**src/rtl/sumador_acumulador_sat_if.sv**
```systemverilog
// -----------------------------------------------------------------------------
// sumador_acumulador_sat_if
// Operand/result bundle for the saturating adder/accumulator.
//   start_i    : 1-cycle pulse that opens an accumulate transaction
//   mode_i     : 0 = single add, 1 = accumulate
//   inValid_i  : a_i/b_i carry a valid pair this cycle
//   a_i, b_i   : signed W-bit operands
//   sout_o     : signed saturated result (registered)
//   outValid_o : 1-cycle pulse, sout_o is new
//   ovf_o      : positive saturation in the presented result
//   unf_o      : negative saturation in the presented result
//   busy_o     : accumulate transaction in progress
// The slave modport is the adder's view; the master modport is the
// producer/consumer around it.
// -----------------------------------------------------------------------------
interface sumador_acumulador_sat_if #(
    parameter int W = 25
);
    logic         start_i;
    logic         mode_i;
    logic         inValid_i;
    logic [W-1:0] a_i;
    logic [W-1:0] b_i;
    logic [W-1:0] sout_o;
    logic         outValid_o;
    logic         ovf_o;
    logic         unf_o;
    logic         busy_o;

    modport slave (
        input  start_i, mode_i, inValid_i, a_i, b_i,
        output sout_o, outValid_o, ovf_o, unf_o, busy_o
    );

    modport master (
        output start_i, mode_i, inValid_i, a_i, b_i,
        input  sout_o, outValid_o, ovf_o, unf_o, busy_o
    );
endinterface

```
**src/rtl/sumador_acumulador_sat.sv**
```systemverilog
// -----------------------------------------------------------------------------
// sumador_acumulador_sat
// Signed saturating adder / accumulator placed after the multiplier stage of
// the filter datapath.
//   Mode 0: one registered saturated add per valid pair (latency 1).
//   Mode 1: N_TERMS pairs are each saturated, then summed into a saturating
//           accumulator; one result is emitted with sticky overflow flags.
// Ports
//   clk_i : clock, all state changes on the rising edge
//   rst_i : synchronous active-high reset, dominates every input
//   bus   : operand/result bundle (slave modport), see the interface file
// -----------------------------------------------------------------------------
module sumador_acumulador_sat #(
    parameter int W       = 25,
    parameter int N_TERMS = 8,
    parameter int CNT_W   = 4
) (
    input  logic                      clk_i,
    input  logic                      rst_i,
    sumador_acumulador_sat_if.slave   bus
);

    typedef enum logic [1:0] {IDLE, ACUM, DONE} state_t;

    // Clamp limits, both at result width and at the widened compute width.
    localparam logic        [W-1:0] MAX_W   = {1'b0, {(W-1){1'b1}}};
    localparam logic        [W-1:0] MIN_W   = {1'b1, {(W-1){1'b0}}};
    localparam logic signed [W+1:0] MAX_EXT = {3'b000, {(W-1){1'b1}}};
    localparam logic signed [W+1:0] MIN_EXT = {3'b111, {(W-1){1'b0}}};
    localparam logic [CNT_W-1:0]    LAST    = CNT_W'(N_TERMS - 1);

    state_t             state_q, state_d;
    logic [W-1:0]       acc_q, acc_d;
    logic [CNT_W-1:0]   count_q, count_d;
    logic               stickyOvf_q, stickyOvf_d;
    logic               stickyUnf_q, stickyUnf_d;
    logic [W-1:0]       sout_q, sout_d;
    logic               ovf_q, ovf_d;
    logic               unf_q, unf_d;
    logic               outValid_q, outValid_d;

    logic signed [W+1:0] pairSum;
    logic [W-1:0]        pairSat;
    logic                pairOvf, pairUnf;
    logic signed [W+1:0] accSum;
    logic [W-1:0]        accSat;
    logic                accOvf, accUnf;

    // Two saturation stages: the operand pair is clamped first, then the
    // clamped pair is added to the accumulator and clamped again. Sums are
    // formed two bits wider so no intermediate value can wrap.
    always_comb begin
        pairSum = {{2{bus.a_i[W-1]}}, bus.a_i} + {{2{bus.b_i[W-1]}}, bus.b_i};
        pairOvf = (pairSum > MAX_EXT);
        pairUnf = (pairSum < MIN_EXT);
        if (pairOvf)      pairSat = MAX_W;
        else if (pairUnf) pairSat = MIN_W;
        else              pairSat = pairSum[W-1:0];

        accSum = {{2{acc_q[W-1]}}, acc_q} + {{2{pairSat[W-1]}}, pairSat};
        accOvf = (accSum > MAX_EXT);
        accUnf = (accSum < MIN_EXT);
        if (accOvf)      accSat = MAX_W;
        else if (accUnf) accSat = MIN_W;
        else             accSat = accSum[W-1:0];
    end

    // State and datapath registers; reset returns everything to a clean IDLE.
    always_ff @(posedge clk_i) begin
        if (rst_i) begin
            state_q     <= IDLE;
            acc_q       <= '0;
            count_q     <= '0;
            stickyOvf_q <= 1'b0;
            stickyUnf_q <= 1'b0;
            sout_q      <= '0;
            ovf_q       <= 1'b0;
            unf_q       <= 1'b0;
            outValid_q  <= 1'b0;
        end else begin
            state_q     <= state_d;
            acc_q       <= acc_d;
            count_q     <= count_d;
            stickyOvf_q <= stickyOvf_d;
            stickyUnf_q <= stickyUnf_d;
            sout_q      <= sout_d;
            ovf_q       <= ovf_d;
            unf_q       <= unf_d;
            outValid_q  <= outValid_d;
        end
    end

    // Next-state logic. Mode and Start only matter in IDLE; the valid pulse
    // defaults low so it lasts exactly one cycle, and the result registers
    // hold between results.
    always_comb begin
        state_d     = state_q;
        acc_d       = acc_q;
        count_d     = count_q;
        stickyOvf_d = stickyOvf_q;
        stickyUnf_d = stickyUnf_q;
        sout_d      = sout_q;
        ovf_d       = ovf_q;
        unf_d       = unf_q;
        outValid_d  = 1'b0;

        unique case (state_q)
            IDLE: begin
                if (!bus.mode_i) begin
                    if (bus.inValid_i) begin
                        sout_d     = pairSat;
                        ovf_d      = pairOvf;
                        unf_d      = pairUnf;
                        outValid_d = 1'b1;
                    end
                end else if (bus.start_i) begin
                    // A pair presented together with Start is dropped.
                    acc_d       = '0;
                    count_d     = '0;
                    stickyOvf_d = 1'b0;
                    stickyUnf_d = 1'b0;
                    state_d     = ACUM;
                end
            end
            ACUM: begin
                if (bus.inValid_i) begin
                    acc_d       = accSat;
                    count_d     = count_q + CNT_W'(1);
                    stickyOvf_d = stickyOvf_q | pairOvf | accOvf;
                    stickyUnf_d = stickyUnf_q | pairUnf | accUnf;
                    if (count_q == LAST) begin
                        // Final term: publish the result including this step's flags.
                        sout_d     = accSat;
                        ovf_d      = stickyOvf_q | pairOvf | accOvf;
                        unf_d      = stickyUnf_q | pairUnf | accUnf;
                        outValid_d = 1'b1;
                        state_d    = DONE;
                    end
                end
            end
            DONE: begin
                state_d = IDLE;
            end
            default: begin
                state_d = IDLE;
            end
        endcase
    end

    // Outputs come straight from registers; Busy covers ACUM and DONE.
    always_comb begin
        bus.sout_o     = sout_q;
        bus.outValid_o = outValid_q;
        bus.ovf_o      = ovf_q;
        bus.unf_o      = unf_q;
        bus.busy_o     = (state_q != IDLE);
    end

endmodule
```
**src/flat_wrapper.sv**
```systemverilog
// flat-port wrapper written by rule: the top's interface ports become plain ports
module sumador_acumulador_sat_flat 
#(
    parameter int W       = 25,
    parameter int N_TERMS = 8,
    parameter int CNT_W   = 4
)
  (clk_i, rst_i, bus_start_i, bus_mode_i, bus_inValid_i, bus_a_i, bus_b_i, bus_sout_o, bus_outValid_o, bus_ovf_o, bus_unf_o, bus_busy_o);
  sumador_acumulador_sat_if #(.W(W)) bus_i ();
  input  logic clk_i;
  input  logic rst_i;
  input wire logic [$bits(bus_i.start_i)-1:0] bus_start_i;
  input wire logic [$bits(bus_i.mode_i)-1:0] bus_mode_i;
  input wire logic [$bits(bus_i.inValid_i)-1:0] bus_inValid_i;
  input wire logic [$bits(bus_i.a_i)-1:0] bus_a_i;
  input wire logic [$bits(bus_i.b_i)-1:0] bus_b_i;
  output wire logic [$bits(bus_i.sout_o)-1:0] bus_sout_o;
  output wire logic [$bits(bus_i.outValid_o)-1:0] bus_outValid_o;
  output wire logic [$bits(bus_i.ovf_o)-1:0] bus_ovf_o;
  output wire logic [$bits(bus_i.unf_o)-1:0] bus_unf_o;
  output wire logic [$bits(bus_i.busy_o)-1:0] bus_busy_o;
  assign bus_i.start_i = bus_start_i;
  assign bus_i.mode_i = bus_mode_i;
  assign bus_i.inValid_i = bus_inValid_i;
  assign bus_i.a_i = bus_a_i;
  assign bus_i.b_i = bus_b_i;
  assign bus_sout_o = bus_i.sout_o;
  assign bus_outValid_o = bus_i.outValid_o;
  assign bus_ovf_o = bus_i.ovf_o;
  assign bus_unf_o = bus_i.unf_o;
  assign bus_busy_o = bus_i.busy_o;
  sumador_acumulador_sat #(.W(W), .N_TERMS(N_TERMS), .CNT_W(CNT_W)) u_core (.clk_i(clk_i), .rst_i(rst_i), .bus(bus_i));
endmodule
```
**config.mk**
```make
export PLATFORM = sky130hd
export DESIGN_NAME = sumador_acumulador_sat_flat
export DESIGN_NICKNAME = d
export VERILOG_FILES = /design/src/rtl/sumador_acumulador_sat_if.sv /design/src/rtl/sumador_acumulador_sat.sv /design/src/flat_wrapper.sv
export SDC_FILE = /design/constraint.sdc
export NUM_CORES = 1
export LEC_CHECK = 0
export ABC_AREA = 1
export BUFFER_PORTS_ARGS = -buffer_cell sky130_fd_sc_hd__buf_2
export CAP_MARGIN = 10
export CELL_PAD_IN_SITES_DETAIL_PLACEMENT = 0
export CELL_PAD_IN_SITES_GLOBAL_PLACEMENT = 2
export CORE_ASPECT_RATIO = 0.6
export CORE_UTILIZATION = 31
export DETAILED_ROUTE_END_ITERATION = 10
export MAX_ROUTING_LAYER = met4
export PLACE_DENSITY = 0.83
export RECOVER_POWER = 25
export REMOVE_ABC_BUFFERS = 1
export SYNTH_ARGS = -nofsm -noshare
export SYNTH_HDL_FRONTEND = slang
export SYNTH_SLANG_ARGS = --single-unit
```
**constraint.sdc**
```tcl
create_clock -name clk_i -period 6.25 [get_ports clk_i]
set_input_delay 0.625 -clock clk_i [delete_from_list [all_inputs] [get_ports clk_i]]
set_output_delay 0.625 -clock clk_i [all_outputs]
set_load 0.01 [all_outputs]
```
==> summary.md, run 1 <==
| Metric | Value |
|---|---|
| Status | `finished clean` |
| Min-Delay Path Class | `reg2reg` |
| Synthesis-stage register bit count | `61` |
| Vias/cell | `4.80` |
| Port Buf Inserts | `83` |
| Iter 0 DRT Violations | `525` |
| Post-route cell area | `0.00711 sq mm` |
| Starting Density | `32.1%` |
| GRT Total Usage | `21.2%` |
| MaxCap Viol Count | `0` |
| Netlist cell types | `43` |
| Worst Path Buf+Inv | `6` |
| Max FO, Critical Path | `17` |
| Worst skew pair latency | `0.35 ns` |
| Final core occ | `36.9%` |
| Row cnt | `39` |
| Clock Path Buffers | `2` |
| DRC violations left | `0` |
| Number of global-route vias before repair | `5782` |
| Syn avg cell area | `6.02 sq um` |
| Grt total ovfl | `0` |
| Sequential area share after synthesis | `19.7%` |
| Synthesis warning total | `0` |
| Largest net degree at the start of global routing | `32` |
| TNS Setup | `0 ns` |
| Crit-path max cell delay | `0.35 ns` |
| H-tree depth reported by CTS | `3` |
| I/O pins | `84` |
| Root Buffer Master | `clkbuf_16` |
| RSZ-0062 raised after global routing | `no` |
| Lkg Pwr | `3.72 nW` |
| Filler Cell Count | `2208` |
| Hold_buf cts | `0` |
| Core footprint | `0.0193 sq mm` |
| First-pass GRT wire length | `32600 microns` |
| Mapped Area | `0.00619 sq mm` |
| CTS Buf Count | `9` |
| Post-route minimum period | `5.50 ns` |
| # resized after CTS | `0` |
| Worst-Margin Slew | `1.04 ns` |
| Top delay family on crit path | `simple AND/OR/NAND/NOR gates` |
| Slowest cell on crit path | `fa_1` |
| DRT antenna net count | `0` |
| Crit start category | `input pin` |
| Layout cell share with drive strength beyond 1 | `13.3%` |
| Post-CTS setup buffer count | `0` |
| Area growth syn-to-layout | `14.9%` |
| DRT Pass-1 Iters | `5` |
| Drt total wl | `20700 microns` |
| Register clock-pin slew on the reported worst setup and hold paths | `0.05 ns` |
| Power Density | `241 mW/mm^2` |
| Global placer's final weighted congestion | `0.901` |
| Worst setup EP type | `flip-flop` |
| CP required | `6.53 ns` |
| Antenna cells | `0` |
| Final hold vios | `0` |
| Max-slew violations | `0` |
| Via count | `6605` |
| Cell Area, Placed | `0.00687 sq mm` |
| CTS tree | `done` |
| Ys flop type | `dfxtp_1` |
| Arrival time at the worst endpoint | `5.77 ns` |
| Post-synth EDFFs | `0` |
| Relative slew slack | `30.7%` |
| Die X | `184 microns` |
| Die ar. | `0.0206 sq mm` |
| Fmax | `182 MHz` |
| Fin Clk Skew | `0.00603 ns` |
| HPWL after DPL | `16400 microns` |
| Pwr Total | `1.71 mW` |
| CP Class | `in2reg` |
| Final period util | `88.0%` |
| Nets@finish | `1214` |
| DIE HEIGHT | `111 microns` |
| WL per Instance | `15.1 microns` |
| Async S/R FF share, synth | `0%` |
| Initial antenna violation count | `0` |
| Clock sinks | `61` |
| VDD IR-drop max | `141 uV` |
| Most used cell, CP | `nand2_1` |
| Syn Inst Count | `1028` |
| Final setup violation count | `0` |
==> cells in the mapped netlist (2+ instances only) <==
master / n / share of area [%]
nand3b_1: 7 / 0.85
o21ai_1: 7 / 0.57
xnor2_1: 11 / 1.6
clkbuf_1: 14 / 0.85
nand2_4: 11 / 2.0
o21a_1: 3 / 0.36
inv_1: 110 / 6.7
a21oi_1: 102 / 8.2
a31oi_1: 5 / 0.51
buf_2: 9 / 0.73
o21ai_0: 51 / 4.1
nand3_1: 60 / 4.9
nand4_1: 9 / 0.91
or2_2: 3 / 0.30
nor2_1: 73 / 4.4
nor2_2: 7 / 0.71
ha_1: 52 / 11
nor3_1: 9 / 0.73
nand2_1: 338 / 20
nor4_1: 2 / 0.20
o211ai_1: 2 / 0.24
xor2_1: 14 / 2.0
nand2_2: 15 / 1.5
nor3_2: 4 / 0.65
o21bai_1: 7 / 0.85
dfxtp_1: 61 / 20
a21o_1: 7 / 0.85
a21oi_2: 11 / 1.6
fa_1: 2 / 0.65
inv_2: 8 / 0.49
and3_1: 2 / 0.20
==> final timing paths <==
check | from | to | slack, ns | depth (start not counted)
worst max-delay path | bus_b_i[0] | u_core.bus.sout_o[20] | 0.75 | 36
worst min-delay path | u_core.stickyUnf_q | u_core.stickyUnf_q | 0.47 | 2
worst max register to register | u_core.state_q[0] | u_core.count_q[2] | 3.08 | 10
worst min register to register | u_core.stickyUnf_q | u_core.stickyUnf_q | 0.47 | 2
==> per-stage QoR <==
step / instances / setup WS (ns) / hold WS (ns)
final: 1376 / 0.753 / 0.472
after global routing: 1376 / 0.215 / 0.492
after CTS: 1376 / 0.813 / 0.471
after detailed placement: 1360 / 0.467 / 0.463
after global placement: 1360 / 0.460 / 0.458
after floorplan: 1001 / 1.35 / 0.440
==> per-layer routing <==
layer / global-route usage (%) / vias to the layer above / wire [microns]
met1: 35.1 / 2923 / 12300
met3: 3.83 / 11 / 1350
met2: 25.1 / 181 / 6950
li1: - / 3490 / -
met5: - / - / 0
met4: 3.00 / 0 / 127
==> flip-flops by register name (all words and copies together) (netlist names) <==
signal	count
u_core.state_q	2
u_core.bus.unf_o	1
u_core.bus.ovf_o	1
u_core.bus.outValid_o	1
u_core.stickyUnf_q	1
u_core.stickyOvf_q	1
u_core.count_q	4
u_core.acc_q	25
u_core.bus.sout_o	25
==> final cells by class <==
| type | instances | area [sq um] | share of cell area [%] |
|---|---|---|---|
| multi-input combinational | 821 | 4380 | 61.6 |
| sequential | 61 | 1220 | 17.2 |
| clock inverter | 4 | 23.8 | 0.334 |
| tap | 266 | 333 | 4.68 |
| timing repair buffer | 93 | 464 | 6.52 |
| inverter | 119 | 447 | 6.28 |
| clock buffer | 12 | 246 | 3.46 |
==> worst register-to-register path, delay by kind of cell (launching register included) <==
family	cells	cell delay (ns)
buf+inv	5	1.66
simple gates	4	0.98
flops	1	0.33
compound gates	1	0.12
==> cells in the final DEF, fill, tap and decap left out, drive strengths merged <==
master	netlist	final
or2	4	4
nand3b	7	7
nor4	2	2
buf	13	72
a31o	1	1
o21a	3	3
a21oi	113	113
fa	2	2
inv	118	118
nor3	13	13
xor2	14	14
xnor2	11	11
o31a	1	1
clkbuf	14	33
a21boi	1	1
nand2	364	364
clkinv	1	5
a21o	7	7
dfxtp	61	61
and3	2	2
nand4	9	9
and2	1	1
nand3	61	61
nor2	80	80
o21bai	7	7
ha	52	52
a31oi	5	5
o211ai	2	2
o21ai	59	59
==> power breakdown <==
part | total [mW] | switching [mW] | internal (mW)
combinational | 0.823 | 0.555 | 0.268
sequential | 0.426 | 0.0127 | 0.413
clock | 0.462 | 0.185 | 0.277
==> logic make-up after synthesis <==
kind of cell / after synthesis / synth area share (%)
flops: 61 / 19.7
compound gates: 199 / 17.8
buf+inv: 146 / 9.54
simple gates: 543 / 38.2
xor+xnor: 25 / 3.54
fa+ha+maj: 54 / 11.2
Power figures use the tool's default switching activity.
==> run 2: changes to the inputs <==
- ABC_AREA: 1 -> not set
- CORE_UTILIZATION: 31 -> 34
- PLACE_DENSITY: 0.83 -> 0.84
==> run 2 against run 1 <==
Compared with the run above:
- synthesized area decreased by 5.9%
- highest routed layer unchanged
- first-iteration DRC count decreased by 1.3%
- clock power increased by 10%
- largest power group unchanged
- largest cell class unchanged
==> summary.md, run 2 <==
| Metric | Value |
|---|---|
| Via count | `6129` |
| Number of global-route vias before repair | `5523` |
| Register clock-pin slew on the reported worst setup and hold paths | `0.06 ns` |
| Row cnt | `36` |
| Arrival time at the worst endpoint | `6.09 ns` |
| Global placer's final weighted congestion | `0.943` |
| HPWL after DPL | `15700 microns` |
| MaxCap Viol Count | `0` |
| Min-Delay Path Class | `reg2reg` |
| Post-route minimum period | `5.90 ns` |
| Syn Inst Count | `777` |
| DRT Pass-1 Iters | `5` |
| Async S/R FF share, synth | `0%` |
| Max-slew violations | `0` |
| Grt total ovfl | `0` |
| Iter 0 DRT Violations | `518` |
| # resized after CTS | `0` |
| Post-synth top area share | `21.0%` |
| Status | `finished clean` |
| Die ar. | `0.0177 sq mm` |
| Clock sinks | `61` |
| Worst setup EP type | `flip-flop` |
| First-pass GRT wire length | `31200 microns` |
| WL per Instance | `18.6 microns` |
| DIE HEIGHT | `103 microns` |
| Synth top area cells | `dfxtp_1 21%, ha_1 11%, a21oi_1 7.4%` |
| DRT antenna net count | `0` |
| Synthesis warning total | `0` |
| DRC violations left | `0` |
| Nets@finish | `957` |
| Crit start category | `input pin` |
| CTS Buf Count | `9` |
| Most numerous cell in the Yosys netlist | `nand2_1` |
| TNS Setup | `0 ns` |
| Core footprint | `0.0165 sq mm` |
| Storage element area | `0.00122 sq mm` |
| Vias/cell | `5.67` |
| Multi-input logic area | `0.00435 sq mm` |
| RSZ-0062 raised after global routing | `no` |
| Netlist cell types | `72` |
| Final setup violation count | `0` |
| Port Buf Inserts | `83` |
| Yosys top cell by area | `dfxtp_1` |
| I/O pins | `84` |
| Final period util | `94.3%` |
| Post-synth EDFFs | `0` |
| H-tree depth reported by CTS | `3` |
| Mapped Area | `0.00583 sq mm` |
| Register-to-register setup slack | `2.85 ns` |
| Most frequent cells in the layout | `89 x nand2_1, 85 x a21oi_1, 70 x nor2_1, 61 x buf_2, 61 x dfxtp_1` |
| Fin Clk Skew | `0.00901 ns` |
| Worst skew pair latency | `0.33 ns` |
| Post-CTS setup buffer count | `0` |
| Most common cell after layout, fill and taps aside | `nand2_1` |
| Worst-Margin Slew | `1.19 ns` |
| Die X | `171 microns` |
| CP Class | `in2reg` |
| Starting Density | `35.3%` |
| Relative slew slack | `20.6%` |
| Lkg Pwr | `2.74 nW` |
| Filler Cell Count | `1766` |
| Root Buffer Master | `clkbuf_16` |
| Final hold vios | `0` |
| Layout cell share with drive strength beyond 1 | `15.6%` |
| Fmax | `170 MHz` |
| Largest net degree at the start of global routing | `45` |
| Antenna cells | `0` |
| Area growth syn-to-layout | `17.5%` |
| CTS tree | `done` |
| Drt total wl | `20100 microns` |
| Synthesis-stage register bit count | `61` |
| Worst hold slack | `0.459 ns` |
| Power Density | `260 mW/mm^2` |
| Hold_buf cts | `0` |
| Syn avg cell area | `7.50 sq um` |
| GRT Total Usage | `23.9%` |
| Clock Path Buffers | `2` |
| Max FO, Critical Path | `10` |
| CP required | `6.44 ns` |
| Initial antenna violation count | `0` |
| List of most frequent post-synthesis cells | `90 x nand2_1, 86 x a21oi_1, 70 x nor2_1` |
| Sequential area share after synthesis | `21.0%` |
| Ys flop type | `dfxtp_1` |
| VDD IR-drop max | `116 uV` |
-- run 2: changes by cell type after synthesis, moves of 11 or more --
cell      before  now
nand2_1      338   90
inv_1        110   26
nand3_1       60   18
o211ai_1       2   20
clkbuf_1      14   31
a21oi_1      102   86
a311oi_1       0   16
maj3_1         0   14
nand2_2       15    1
xnor2_1       11   23
nand2_4       11    0
-- run 2: metrics by stage --
| stage | setup slack [ns] | util, % | cells | power [mW] | area, sq um |
|---|---|---|---|---|---|
| after floorplan | 0.0491 | - | 733 | 1.01 | 5630 |
| after global placement | 0.134 | 39.9 | 1065 | 1.27 | 6570 |
| after detailed placement | 0.159 | 39.9 | 1065 | 1.27 | 6570 |
| after CTS | 0.495 | 41.7 | 1081 | 1.78 | 6870 |
| after global routing | 0.0771 | 41.5 | 1081 | 1.89 | 6850 |
| final | 0.355 | 41.5 | 1081 | 1.78 | 6850 |
-- run 2: logic make-up after synthesis --
kind of cell | count (synthesis) | synth area share (%)
xor gates and xnor gates | 43 | 6.46
buffers and inverters | 70 | 5.00
muxes | 2 | 0.558
DFF | 61 | 21.0
and+or+nand+nor | 250 | 20.3
adders and majority gates | 68 | 14.3
AOI/OAI and AO/OA | 283 | 32.5
-- run 2: routing by layer --
| metal | wire length, microns | up-vias | GRT usage (%) |
|---|---|---|---|
| met5 | 0 | - | - |
| met4 | 104 | 0 | 3.78 |
| met1 | 11100 | 2885 | 36.4 |
| met2 | 7820 | 211 | 32.8 |
| li1 | - | 3023 | - |
| met3 | 1140 | 10 | 3.35 |
-- run 2: final timing paths --
kind	to	cells after the start	from
min	u_core.stickyUnf_q	2	u_core.stickyUnf_q
min reg2reg	u_core.stickyUnf_q	2	u_core.stickyUnf_q
max	u_core.bus.sout_o[17]	18	bus_b_i[1]
max reg2reg	u_core.bus.sout_o[17]	9	u_core.acc_q[10]
-- run 2: layout make-up --
class	instances	area share [%]
Timing Repair Buffer	104	8.70
Multi-Input combinational cell	646	63.5
Tap cell	228	4.17
Inverter	26	1.43
Clock inverter	7	1.08
Sequential cell	61	17.8
Clock buffer	9	3.29
-- run 2: power by group --
part	internal [mW]	total (mW)	switching, mW	leakage [nW]
clock	0.310	0.508	0.198	0.146
sequential	0.414	0.429	0.0156	0.497
combinational	0.312	0.843	0.530	2.09
total	1.04	1.78	0.744	2.74
-- run 2: worst max-delay path, cell delays in order --
cell and delay (ns):
buf_2 0.11, ha_1 0.30, a211oi_1 0.34, o211ai_1 0.27, a2111oi_0 0.72, buf_4 0.23
nor2_1 0.07, xor2_1 0.17, maj3_1 0.39, ha_1 0.45, nand2_1 0.11, nor2_1 0.27
nand4_1 0.29, a21oi_2 0.33, mux2i_4 0.51, nor2_1 0.24, a2111oi_0 0.54, a211oi_1 0.14
